`src/rtl/al_ctrl_pkg.sv`:
```
// Shared definitions for the alarm-clock control slice: mode encoding,
// time-field width/limit and the wrapping field step used by the editor.
package al_ctrl_pkg;

  localparam int TIME_W = 7;
  localparam logic [TIME_W-1:0] FIELD_MAX = TIME_W'(59);

  typedef enum logic [1:0] {
    MODE_VIEW = 2'd0,
    MODE_SETC = 2'd1,
    MODE_SETA = 2'd2
  } mode_e;

  localparam int NUM_BTN  = 7;
  localparam int B_VIEW   = 0;
  localparam int B_SETC   = 1;
  localparam int B_SETA   = 2;
  localparam int B_SECMIN = 3;
  localparam int B_INC    = 4;
  localparam int B_DEC    = 5;
  localparam int B_ACT    = 6;

  // Out-of-range values are pulled back into 0..59 rather than stepping further away.
  function automatic logic [TIME_W-1:0] field_step(input logic [TIME_W-1:0] v,
                                                   input logic up);
    if (up) return (v >= FIELD_MAX) ? '0 : v + TIME_W'(1);
    else    return (v == '0 || v > FIELD_MAX) ? FIELD_MAX : v - TIME_W'(1);
  endfunction

endpackage

```
`src/rtl/al_debounce.sv`:
```
// One button: 2-flop synchronizer, stability counter, and a one-cycle
// pulse on the accepted 0->1 transition.
module al_debounce #(
  parameter int DEB_CYCLES = 20000
) (
  input  logic clk,
  input  logic rst_n,
  input  logic btn_raw,
  output logic press
);

  localparam int CW = $clog2(DEB_CYCLES + 1);

  logic          sync1_q, sync2_q;
  logic          level_q, level_d;
  logic [CW-1:0] cnt_q, cnt_d;

  always_ff @(posedge clk) begin
    if (!rst_n) begin
      sync1_q <= 1'b0;
      sync2_q <= 1'b0;
      level_q <= 1'b0;
      cnt_q   <= '0;
    end else begin
      sync1_q <= btn_raw;
      sync2_q <= sync1_q;
      level_q <= level_d;
      cnt_q   <= cnt_d;
    end
  end

  // Counter only runs while the sample disagrees with the accepted level.
  always_comb begin
    cnt_d   = '0;
    level_d = level_q;
    if (sync2_q != level_q) begin
      if (cnt_q == CW'(DEB_CYCLES - 1)) level_d = sync2_q;
      else                              cnt_d   = cnt_q + CW'(1);
    end
  end

  assign press = level_d & ~level_q;

endmodule

```
`src/rtl/al_mode_ctrl.sv`:
```
// Alarm-clock sequencer: debounced buttons, VIEW/SETC/SETA mode FSM,
// edit registers, stored alarm time and ring control.
module al_mode_ctrl
  import al_ctrl_pkg::*;
#(
  parameter int DEB_CYCLES = 20000,
  parameter int RING_SEC   = 30
) (
  input  logic              CLK,
  input  logic              RST_N,
  input  logic              BTN_VIEW,
  input  logic              BTN_SETC,
  input  logic              BTN_SETA,
  input  logic              BTN_SECMIN,
  input  logic              BTN_INC,
  input  logic              BTN_DEC,
  input  logic              BTN_ACTIVEA,
  input  logic              TICK_1S,
  input  logic [TIME_W-1:0] CUR_MIN,
  input  logic [TIME_W-1:0] CUR_SEC,
  output logic [1:0]        MODE,
  output logic [TIME_W-1:0] EDIT_MIN,
  output logic [TIME_W-1:0] EDIT_SEC,
  output logic              SEL_SEC,
  output logic              LOAD_CUR,
  output logic [TIME_W-1:0] ALARM_MIN,
  output logic [TIME_W-1:0] ALARM_SEC,
  output logic              ALARM_EN,
  output logic              RINGING,
  output logic              LED_VIEW,
  output logic              LED_SETC,
  output logic              LED_SETA,
  output logic              LED_ACTIVEA
);

  localparam int RW = $clog2(RING_SEC + 1);

  logic [NUM_BTN-1:0] btn_raw, press;

  assign btn_raw = {BTN_ACTIVEA, BTN_DEC, BTN_INC, BTN_SECMIN, BTN_SETA, BTN_SETC, BTN_VIEW};

  for (genvar i = 0; i < NUM_BTN; i++) begin : g_deb
    al_debounce #(.DEB_CYCLES(DEB_CYCLES)) u_deb (
      .clk     (CLK),
      .rst_n   (RST_N),
      .btn_raw (btn_raw[i]),
      .press   (press[i])
    );
  end

  logic p_view, p_setc, p_seta, p_secmin, p_inc, p_dec, p_act;

  assign p_view   = press[B_VIEW];
  assign p_setc   = press[B_SETC] & ~p_view;
  assign p_seta   = press[B_SETA] & ~p_view & ~press[B_SETC];
  assign p_secmin = press[B_SECMIN];
  assign p_inc    = press[B_INC];
  assign p_dec    = press[B_DEC];
  assign p_act    = press[B_ACT];

  // state | meaning
  // VIEW  | showing time, edit buttons ignored
  // SETC  | editing current time, commit loads timekeeper
  // SETA  | editing alarm time, commit writes alarm registers
  mode_e mode_q, mode_d;

  always_ff @(posedge CLK) begin
    if (!RST_N) mode_q <= MODE_VIEW;
    else        mode_q <= mode_d;
  end

  always_comb begin
    mode_d = mode_q;
    if (p_view)      mode_d = MODE_VIEW;
    else if (p_setc) mode_d = (mode_q == MODE_SETC) ? MODE_VIEW : MODE_SETC;
    else if (p_seta) mode_d = (mode_q == MODE_SETA) ? MODE_VIEW : MODE_SETA;
  end

  always_comb begin
    MODE     = mode_q;
    LED_VIEW = (mode_q == MODE_VIEW);
    LED_SETC = (mode_q == MODE_SETC);
    LED_SETA = (mode_q == MODE_SETA);
  end

  logic [TIME_W-1:0] edit_min_q, edit_min_d, edit_sec_q, edit_sec_d;
  logic [TIME_W-1:0] alarm_min_q, alarm_min_d, alarm_sec_q, alarm_sec_d;
  logic              sel_sec_q, sel_sec_d, load_cur_q, load_cur_d;
  logic              alarm_en_q, alarm_en_d, ringing_q, ringing_d, tick_q;
  logic [RW-1:0]     ring_cnt_q, ring_cnt_d;

  always_ff @(posedge CLK) begin
    if (!RST_N) begin
      edit_min_q  <= '0;
      edit_sec_q  <= '0;
      sel_sec_q   <= 1'b1;
      load_cur_q  <= 1'b0;
      alarm_min_q <= '0;
      alarm_sec_q <= '0;
      alarm_en_q  <= 1'b0;
      ringing_q   <= 1'b0;
      ring_cnt_q  <= '0;
      tick_q      <= 1'b0;
    end else begin
      edit_min_q  <= edit_min_d;
      edit_sec_q  <= edit_sec_d;
      sel_sec_q   <= sel_sec_d;
      load_cur_q  <= load_cur_d;
      alarm_min_q <= alarm_min_d;
      alarm_sec_q <= alarm_sec_d;
      alarm_en_q  <= alarm_en_d;
      ringing_q   <= ringing_d;
      ring_cnt_q  <= ring_cnt_d;
      tick_q      <= TICK_1S;
    end
  end

  // Mode presses own the edit registers for the cycle; field edits only apply otherwise.
  always_comb begin
    edit_min_d  = edit_min_q;
    edit_sec_d  = edit_sec_q;
    sel_sec_d   = sel_sec_q;
    alarm_min_d = alarm_min_q;
    alarm_sec_d = alarm_sec_q;
    load_cur_d  = 1'b0;
    if (p_setc) begin
      if (mode_q == MODE_SETC) begin
        load_cur_d = 1'b1;
      end else begin
        edit_min_d = CUR_MIN;
        edit_sec_d = CUR_SEC;
        sel_sec_d  = 1'b1;
      end
    end else if (p_seta) begin
      if (mode_q == MODE_SETA) begin
        alarm_min_d = edit_min_q;
        alarm_sec_d = edit_sec_q;
      end else begin
        edit_min_d = alarm_min_q;
        edit_sec_d = alarm_sec_q;
        sel_sec_d  = 1'b1;
      end
    end else if (!p_view && mode_q != MODE_VIEW) begin
      if (p_inc ^ p_dec) begin
        if (sel_sec_q) edit_sec_d = field_step(edit_sec_q, p_inc);
        else           edit_min_d = field_step(edit_min_q, p_inc);
      end
      if (p_secmin) sel_sec_d = ~sel_sec_q;
    end
  end

  // CUR_* has advanced by the cycle after the tick, so match and count on the delayed tick.
  always_comb begin
    alarm_en_d = alarm_en_q;
    ringing_d  = ringing_q;
    ring_cnt_d = ring_cnt_q;
    if (tick_q && ringing_q) begin
      if (ring_cnt_q == RW'(RING_SEC - 1)) begin
        ringing_d  = 1'b0;
        ring_cnt_d = '0;
      end else begin
        ring_cnt_d = ring_cnt_q + RW'(1);
      end
    end
    if (tick_q && alarm_en_q && CUR_MIN == alarm_min_q && CUR_SEC == alarm_sec_q) begin
      ringing_d  = 1'b1;
      ring_cnt_d = '0;
    end
    if (p_act) begin
      if (ringing_q) ringing_d  = 1'b0;
      else           alarm_en_d = ~alarm_en_q;
    end
    if (p_view)      ringing_d = 1'b0;
    if (!alarm_en_d) ringing_d = 1'b0;
  end

  assign EDIT_MIN    = edit_min_q;
  assign EDIT_SEC    = edit_sec_q;
  assign SEL_SEC     = sel_sec_q;
  assign LOAD_CUR    = load_cur_q;
  assign ALARM_MIN   = alarm_min_q;
  assign ALARM_SEC   = alarm_sec_q;
  assign ALARM_EN    = alarm_en_q;
  assign RINGING     = ringing_q;
  assign LED_ACTIVEA = alarm_en_q;

endmodule

```
`config.mk`:
```
export PLATFORM = sky130hd
export DESIGN_NAME = al_mode_ctrl
export DESIGN_NICKNAME = d
export VERILOG_FILES = /design/src/rtl/al_ctrl_pkg.sv /design/src/rtl/al_debounce.sv /design/src/rtl/al_mode_ctrl.sv
export SDC_FILE = /design/constraint.sdc
export NUM_CORES = 1
export LEC_CHECK = 0
export BUFFER_PORTS_ARGS = -buffer_cell sky130_fd_sc_hd__buf_2
export CORE_ASPECT_RATIO = 1.1
export CORE_UTILIZATION = 45
export DETAILED_ROUTE_END_ITERATION = 7
export PLACE_DENSITY_LB_ADDON = 0.12
export SYNTH_ARGS = -nofsm -noshare
export SYNTH_HDL_FRONTEND = slang
export SYNTH_SLANG_ARGS = --single-unit
```
`constraint.sdc`:
```
create_clock -name CLK -period 6.75 [get_ports CLK]
set_input_delay 0 -clock CLK [delete_from_list [all_inputs] [get_ports CLK]]
set_output_delay 0 -clock CLK [all_outputs]
set_load 0.03 [all_outputs]
```
==> results by group, run 1 <==
Run
  – Max-cap violations: 0

Critical path
  – Crit Path Category: flip-flop to flip-flop
  – Critical path data arrival time: 3.16 ns
  – Reg2Reg Depth: 7
  – FF-to-FF Start: g_deb[1].u_deb.cnt_q[8]
  – Crit end category: flip-flop
  – CP startpoint kind: flip-flop
  – Reg2reg setup slack: 3.94 ns
  – Crit-path max FO: 7
  – Crit Reg-Reg Endpoint: EDIT_MIN[3]
  – Req. time, crit path: 7.10 ns

Drt
  – Final wirelength: 18000 µm
  – Iteration count of the initial detailed-routing pass: 6
  – DRC viols: 0
  – Vias: 6657
  – Via density: 5.29
  – WL/cell: 14.3 µm
  – Final ANT Viol Nets: 0
  – Iter 0 DRT Violations: 399

Global route
  – Largest net degree at the start of global routing: 40
  – GR Util All Layers: 21.0%
  – Remaining Overflow, GRT: 0
  – Antenna violations before repair: 0
  – Vias in the first global route: 6233
  – Global-route wire length before repair: 30400 µm

Placed design
  – IO buf count: 61
  – Place WS: 3.97 ns
  – Placer Congestion: 0.822
  – Post-DP HPWL: 12600 µm
  – DP Area: 0.00837 mm²

STA
  – RSZ-0062 raised after global routing: false
  – Minimum clock period: 2.81 ns
  – Final Skew: 0.00628 ns
  – Tightest Pin Transition: 1.11 ns
  – Crit share post-route: 41.6%
  – TNS Setup: 0 ns
  – Finish-stage setup viols: 0
  – Final Max Slew Viols: 0
  – Final worst slack: 3.94 ns
  – Final hold vios: 0
  – Fmax: 356 MHz
  – Slew margin rel.: 26.0%

Outcome
  – Status: finished, final reports clean

Pwr
  – PwrDens: 218 mW/mm²
  – Switch Pwr: 0.442 mW
  – Clock network fraction of total power: 48.3%
  – Pint: 1.55 mW
  – Switching Share: 22.2%
  – Comb pwr share: 2.2%
  – Leak pwr: 3.51 nW
  – Seq pwr share: 49.5%
  – Peak VDD IR: 0.000176 V

Layout
  – Nets: 1052
  – Commonest non-fill, non-tap cell in the layout: dfxtp_1
  – Area Overhead vs Synth: 15.7%
  – Layout cells sized above 1: 10.8%
  – Diode count: 0
  – Number of fill cells: 1662
  – Commonest non-fill, non-tap cells in the layout: dfxtp_1, nor2_1, nand2_1
  – Final core utilization: 53.4%
  – Final Instance Area: 0.00916 mm²

Yosys
  – Seq/Total Area, Yosys: 42.0%
  – Syn Area/Cell: 8.38 µm²
  – FF+latch count, synth: 166
  – Asr flop ratio synth: 0%
  – Cell variety after synth: 67
  – Dominant synthesized flop cell: dfxtp_1
  – EDFF count, synth: 0
  – Net Count, Synth: 984
  – Yosys warns: 0
  – Synth Instances: 945
  – Mapped cell area: 0.00792 mm²

Clock network
  – Clk buf depth: 2
  – Clk root buf: clkbuf_16
  – Clk sinks: 166
  – Clk pin slew, worst setup/hold paths: 0.07 ns
  – Post-CTS Resized: 0
  – Worst skew pair latency: 0.43 ns
  – CTS tree: built
  – Total CTS buffers: 17
  – H-tree depth: 4

Floorplanning
  – Row Count: 50
  – # IOs: 62
  – Die area: 0.0181 mm²
  – Die extent in x: 128 µm
  – Die Y-Extent: 141 µm
  – Core area: 0.0171 mm²
  – Starting density of the core: 46.2%

Hold path
  – Origin of the worst min-delay path: CUR_SEC[4]
  – Min-delay worst type: input port to flip-flop
  – Hold Crit Depth: 3
  – Endpoint, Worst Hold: EDIT_SEC[4]
## power by group through the flow
stage / combinational (mW) / clock (mW) / sequential (mW)
after floorplan: 0.0192 / 0 / 1.01
after global placement: 0.0355 / 0 / 1.01
after detailed placement: 0.0354 / 0 / 1.01
after CTS: 0.0449 / 0.986 / 0.988
after global routing: 0.0488 / 1.02 / 0.989
final: 0.0444 / 0.963 / 0.988
## synthesized netlist by cell type, drive strengths merged, types with 2 or more instances
cell,number,area [µm²]
clkbuf,26,97.6
and3,28,175
a211oi,5,42.5
a221oi,7,67.6
xnor2,36,315
or2,4,25.0
o21bai,2,15.0
o311ai,2,17.5
nand2b,3,18.8
xor2,83,727
nand2,101,379
dfxtp,166,3320
nand3,54,270
o22ai,4,25.0
a32o,2,20.0
or4,3,30.0
buf,8,53.8
nor3,16,80.1
o21ai,23,123
and3b,2,17.5
nor2,158,598
inv,23,86.3
nor4,8,65.1
nand4,29,181
a211o,3,26.3
nor4b,9,78.8
a31oi,5,31.3
and4b,2,20.0
a21oi,39,195
o2bb2ai,5,43.8
o31ai,2,15.0
nor2b,2,12.5
and4,8,70.1
and2,21,131
or3,5,31.3
ha,15,188
mux2i,7,70.1
nor3b,3,22.5
o211ai,8,70.1
o21a,3,22.5
nand4b,2,17.5
## sequential cells by signal (all words and copies together) (netlist names)
signal,cells
g_deb.u_deb.level_q,7
LOAD_CUR,1
RINGING,1
ring_cnt_q,5
tick_q,1
SEL_SEC,1
g_deb.u_deb.sync2_q,7
g_deb.u_deb.cnt_q,105
ALARM_SEC,7
ALARM_EN,1
g_deb.u_deb.sync1_q,7
EDIT_MIN,7
EDIT_SEC,7
MODE,2
ALARM_MIN,7
## worst max-delay path, stage by stage (launching register included)
cell and delay (ns):
dfxtp_1 0.33, nor4b_1 0.58, nand4_1 0.32, a2bb2oi_1 0.68, a211o_1 0.21, and2_1 0.29
o211ai_1 0.13, o22ai_1 0.18
## metal layers
layer	up-vias	track usage, %	routed length (µm)
met1	3101	27.1	8560
met5	-	0	0
met3	15	3.64	568
met2	126	35.4	8680
li1	3415	-	-
met4	0	6.13	201
## metrics by stage
step	power [mW]	cells	hold WS, ns
detailed placement	1.05	1207	0.210
finish	2.00	1259	0.0566
floorplan	1.03	945	0.127
global placement	1.05	1207	0.208
CTS	2.02	1259	0.0284
global route	2.06	1259	0.0437
## kinds of logic after synthesis
logic type                 share of synthesized area, %
DFF                                                42.0
adders and majority gates                          2.37
xor gates and xnor gates                           13.2
and+or+nand+nor                                    28.7
muxes                                             0.885
buffers and inverters                              3.00
AOI/OAI and AO/OA                                  9.91
## timing repair
action / 4_1_cts / 5_1_grt
buffers inserted: 0 / 0
hold buffers: 21 / 0
hold endpoints to repair: 21 / 0
## final cells by class
type                            instances  area (µm²)  area share (%)
Clock inverter                         13         150            1.64
Clock buffer                           18         429            4.68
Timing Repair Buffer                   83         523            5.71
Sequential cell                       166        3320            36.3
Inverter                               23        86.3           0.942
Multi-Input combinational cell        722        4360            47.6
Tap cell                              234         293            3.20
## how the worst max path moves through the flow
stage | startpoint | endpoint | slack [ns] | cells past startpoint
final | g_deb[1].u_deb.cnt_q[8] | EDIT_MIN[3] | 3.94 | 7
after floorplan | g_deb[1].u_deb.cnt_q[0] | EDIT_SEC[5] | 4.45 | 9
after detailed placement | g_deb[1].u_deb.cnt_q[8] | EDIT_MIN[3] | 3.97 | 7
after global routing | g_deb[1].u_deb.cnt_q[8] | EDIT_MIN[5] | 3.61 | 7
after CTS | g_deb[1].u_deb.cnt_q[8] | EDIT_MIN[3] | 3.95 | 7
after global placement | g_deb[1].u_deb.cnt_q[0] | EDIT_MIN[3] | 4.03 | 8
Power figures use the tool's default switching activity.
==> run 2, diff against run 1 <==
==> constraint.sdc (replaced) <==
create_clock -name CLK -period 2.4 [get_ports CLK]
set_input_delay 0 -clock CLK [delete_from_list [all_inputs] [get_ports CLK]]
set_output_delay 0 -clock CLK [all_outputs]
set_load 0.03 [all_outputs]
==> run 2 against run 1 <==
Core utilization up 3.0 points. Clock skew up 0.0039 ns. Sequential share of layout area down 1.9 points. First-iteration DRC count up 6.5%. Global-route usage up 0.17 points. Largest cell class unchanged.
==> results by group, run 2 (same netlist as run 1, synthesis figures left out) <==
Placed design
  – Placer Congestion: 0.912 (+11%)
  – IO buf count: 61 (unchanged)
  – Post-DP HPWL: 13300 µm (+5.6%)

STA
  – Minimum clock period: 2.34 ns (-0.466 ns)
  – Slew margin rel.: 58.5% (+32 points)
  – Final Max Slew Viols: 0 (unchanged)
  – RSZ-0062 raised after global routing: true
  – Tightest Pin Transition: 0.621 ns (-0.484 ns)
  – Final Skew: 0.0102 ns (+0.00391 ns)
  – TNS Setup: 0 ns (unchanged)
  – Finish-stage setup viols: 0 (unchanged)
  – Fmax: 427 MHz (+20%)
  – Crit share post-route: 97.5% (+56 points)
  – Final hold vios: 0 (unchanged)

Hold path
  – Origin of the worst min-delay path: CUR_MIN[2]
  – Endpoint, Worst Hold: EDIT_MIN[2]
  – Min-delay worst type: input port to flip-flop
  – Hold Crit Depth: 4 (+1)

Floorplanning
  – Starting density of the core: 46.2% (unchanged)
  – # IOs: 62 (unchanged)
  – Row Count: 50 (unchanged)
  – Die area: 0.0181 mm² (unchanged)
  – Die extent in x: 128 µm (unchanged)
  – Core area: 0.0171 mm² (unchanged)
  – Die Y-Extent: 141 µm (unchanged)

Critical path
  – Reg2reg setup slack: 0.06 ns (-3.88 ns)
  – WP buf/inv: 1 (+1)
  – Slowest cell on the critical path: or4_4
  – FF-to-FF Start: g_deb[4].u_deb.cnt_q[6]
  – Req. time, crit path: 2.72 ns (-4.38 ns)
  – Critical path data arrival time: 2.66 ns (-0.50 ns)
  – CP startpoint kind: flip-flop
  – CP max stage delay: 0.61 ns (-0.07 ns)
  – Crit Reg-Reg Endpoint: EDIT_MIN[5]
  – Reg2Reg Depth: 8 (+1)
  – Crit-path max FO: 6 (-1)
  – Crit Path Category: flip-flop to flip-flop
  – Cell Chain, Critical Path: or4_4 > or4_4 > buf_4 > o21ai_1 > a31o_2 > a21oi_1 > nor3_1 > o22ai_1
  – Crit-path leading delay family: simple AND/OR/NAND/NOR gates
  – CP most frequent cell: or4_4
  – Crit end category: flip-flop

Pwr
  – PwrDens: 601 mW/mm² (+180%)
  – Leak pwr: 3.83 nW (+9.1%)
  – Peak VDD IR: 0.000508 V (+190%)

Drt
  – Iteration count of the initial detailed-routing pass: 5 (-1)
  – DRC viols: 0 (unchanged)
  – Via density: 5.24 (-0.95%)
  – Vias: 6892 (+3.5%)
  – Final wirelength: 18400 µm (+2.3%)
  – WL/cell: 14.0 µm (-2.1%)
  – Final ANT Viol Nets: 0 (unchanged)
  – Iter 0 DRT Violations: 425 (+6.5%)

Layout
  – Layout cells sized above 1: 16.4% (+5.5 points)
  – Commonest non-fill, non-tap cell in the layout: dfxtp_1
  – Largest Register: g_deb.u_deb.cnt_q
  – Commonest non-fill, non-tap cells in the layout: dfxtp_1, nor2_1, nand2_1
  – Area Overhead vs Synth: 22.2%
  – Diode count: 0 (unchanged)
  – Largest register FFs: 105 (unchanged)
  – Final core utilization: 56.4% (+3.0 points)
  – Nets: 1108 (+5.3%)

Clock network
  – Total CTS buffers: 17 (unchanged)
  – CTS tree: built
  – Clk buf depth: 2 (unchanged)
  – Clk root buf: clkbuf_16
  – Worst skew pair latency: 0.43 ns (about the same)
  – Clk pin slew, worst setup/hold paths: 0.07 ns (about the same)
  – Clk sinks: 166 (unchanged)
  – H-tree depth: 4 (unchanged)

Global route
  – Antenna violations before repair: 0 (unchanged)
  – Largest net degree at the start of global routing: 27 (-33%)
  – Global-route wire length before repair: 30400 µm (about the same)
  – GR Util All Layers: 21.1% (+0.17 points)
  – Vias in the first global route: 6353 (+1.9%)
  – Remaining Overflow, GRT: 0 (unchanged)

Outcome
  – Status: finished, final reports clean

Run
  – Max-cap violations: 0 (unchanged)
## run 2: where the power goes
part           leakage, nW  internal [mW]  switching, mW
sequential            1.34           2.77         0.0104
combinational         2.19         0.0608         0.0665
clock                0.299           1.76           1.15
total                 3.83           4.59           1.23
## run 2: how the worst max path moves through the flow
stage,cells after the start,end,from,slack (ns)
floorplan,9,EDIT_SEC[5],g_deb[1].u_deb.cnt_q[0],0.1
global placement,8,EDIT_MIN[5],g_deb[4].u_deb.cnt_q[7],0.1
detailed placement,9,EDIT_MIN[5],g_deb[4].u_deb.cnt_q[1],0.04
CTS,9,EDIT_MIN[5],g_deb[4].u_deb.cnt_q[1],0.04
global route,9,EDIT_SEC[4],g_deb[4].u_deb.cnt_q[6],-0.02
finish,8,EDIT_MIN[5],g_deb[4].u_deb.cnt_q[6],0.06
## run 2: final cells by class
cell class | instances | area (µm²)
tap | 234 | 293
fill | 1618 | 7470
clock buffer | 19 | 433
timing repair buffer | 138 | 937
clock inverter | 13 | 193
multi-input combinational | 723 | 4410
inverter | 23 | 86.3
sequential | 166 | 3320
## run 2: layer usage
metal	vias to the layer above	global-route usage (%)	share of wire, %
li1	3518	-	-
met1	3187	27.3	48
met2	153	34.7	46
met3	34	3.91	3.3
met4	0	8.42	2.4
met5	-	0	0
## run 2: repair_timing
item / CTS / global route
endpoints found under the setup margin: 0 / 20
buffers inserted: 0 / 1
gates resized for setup: 0 / 17
hold buffers: 20 / 0
hold endpoints to repair: 20 / 0
## run 2: per-stage QoR
step           total power [mW]  setup slack, ns  area (µm²)  std cells  hold WS, ns
2_1_floorplan              2.89           0.0965        7920        945        0.127
3_3_place_gp               2.95           0.0984        8780       1262        0.206
3_5_place_dp               2.95           0.0395        8780       1262        0.211
4_1_cts                    5.88           0.0387        9610       1314      0.00593
5_1_grt                    6.01          -0.0177        9670       1316       0.0284
6_report                   5.82           0.0605        9670       1316       0.0210
## run 2: worst min-delay path: stages
cell and delay [ns]:
buf_2 0.10, a22oi_1 0.11, o21ai_2 0.07, a22o_1 0.12
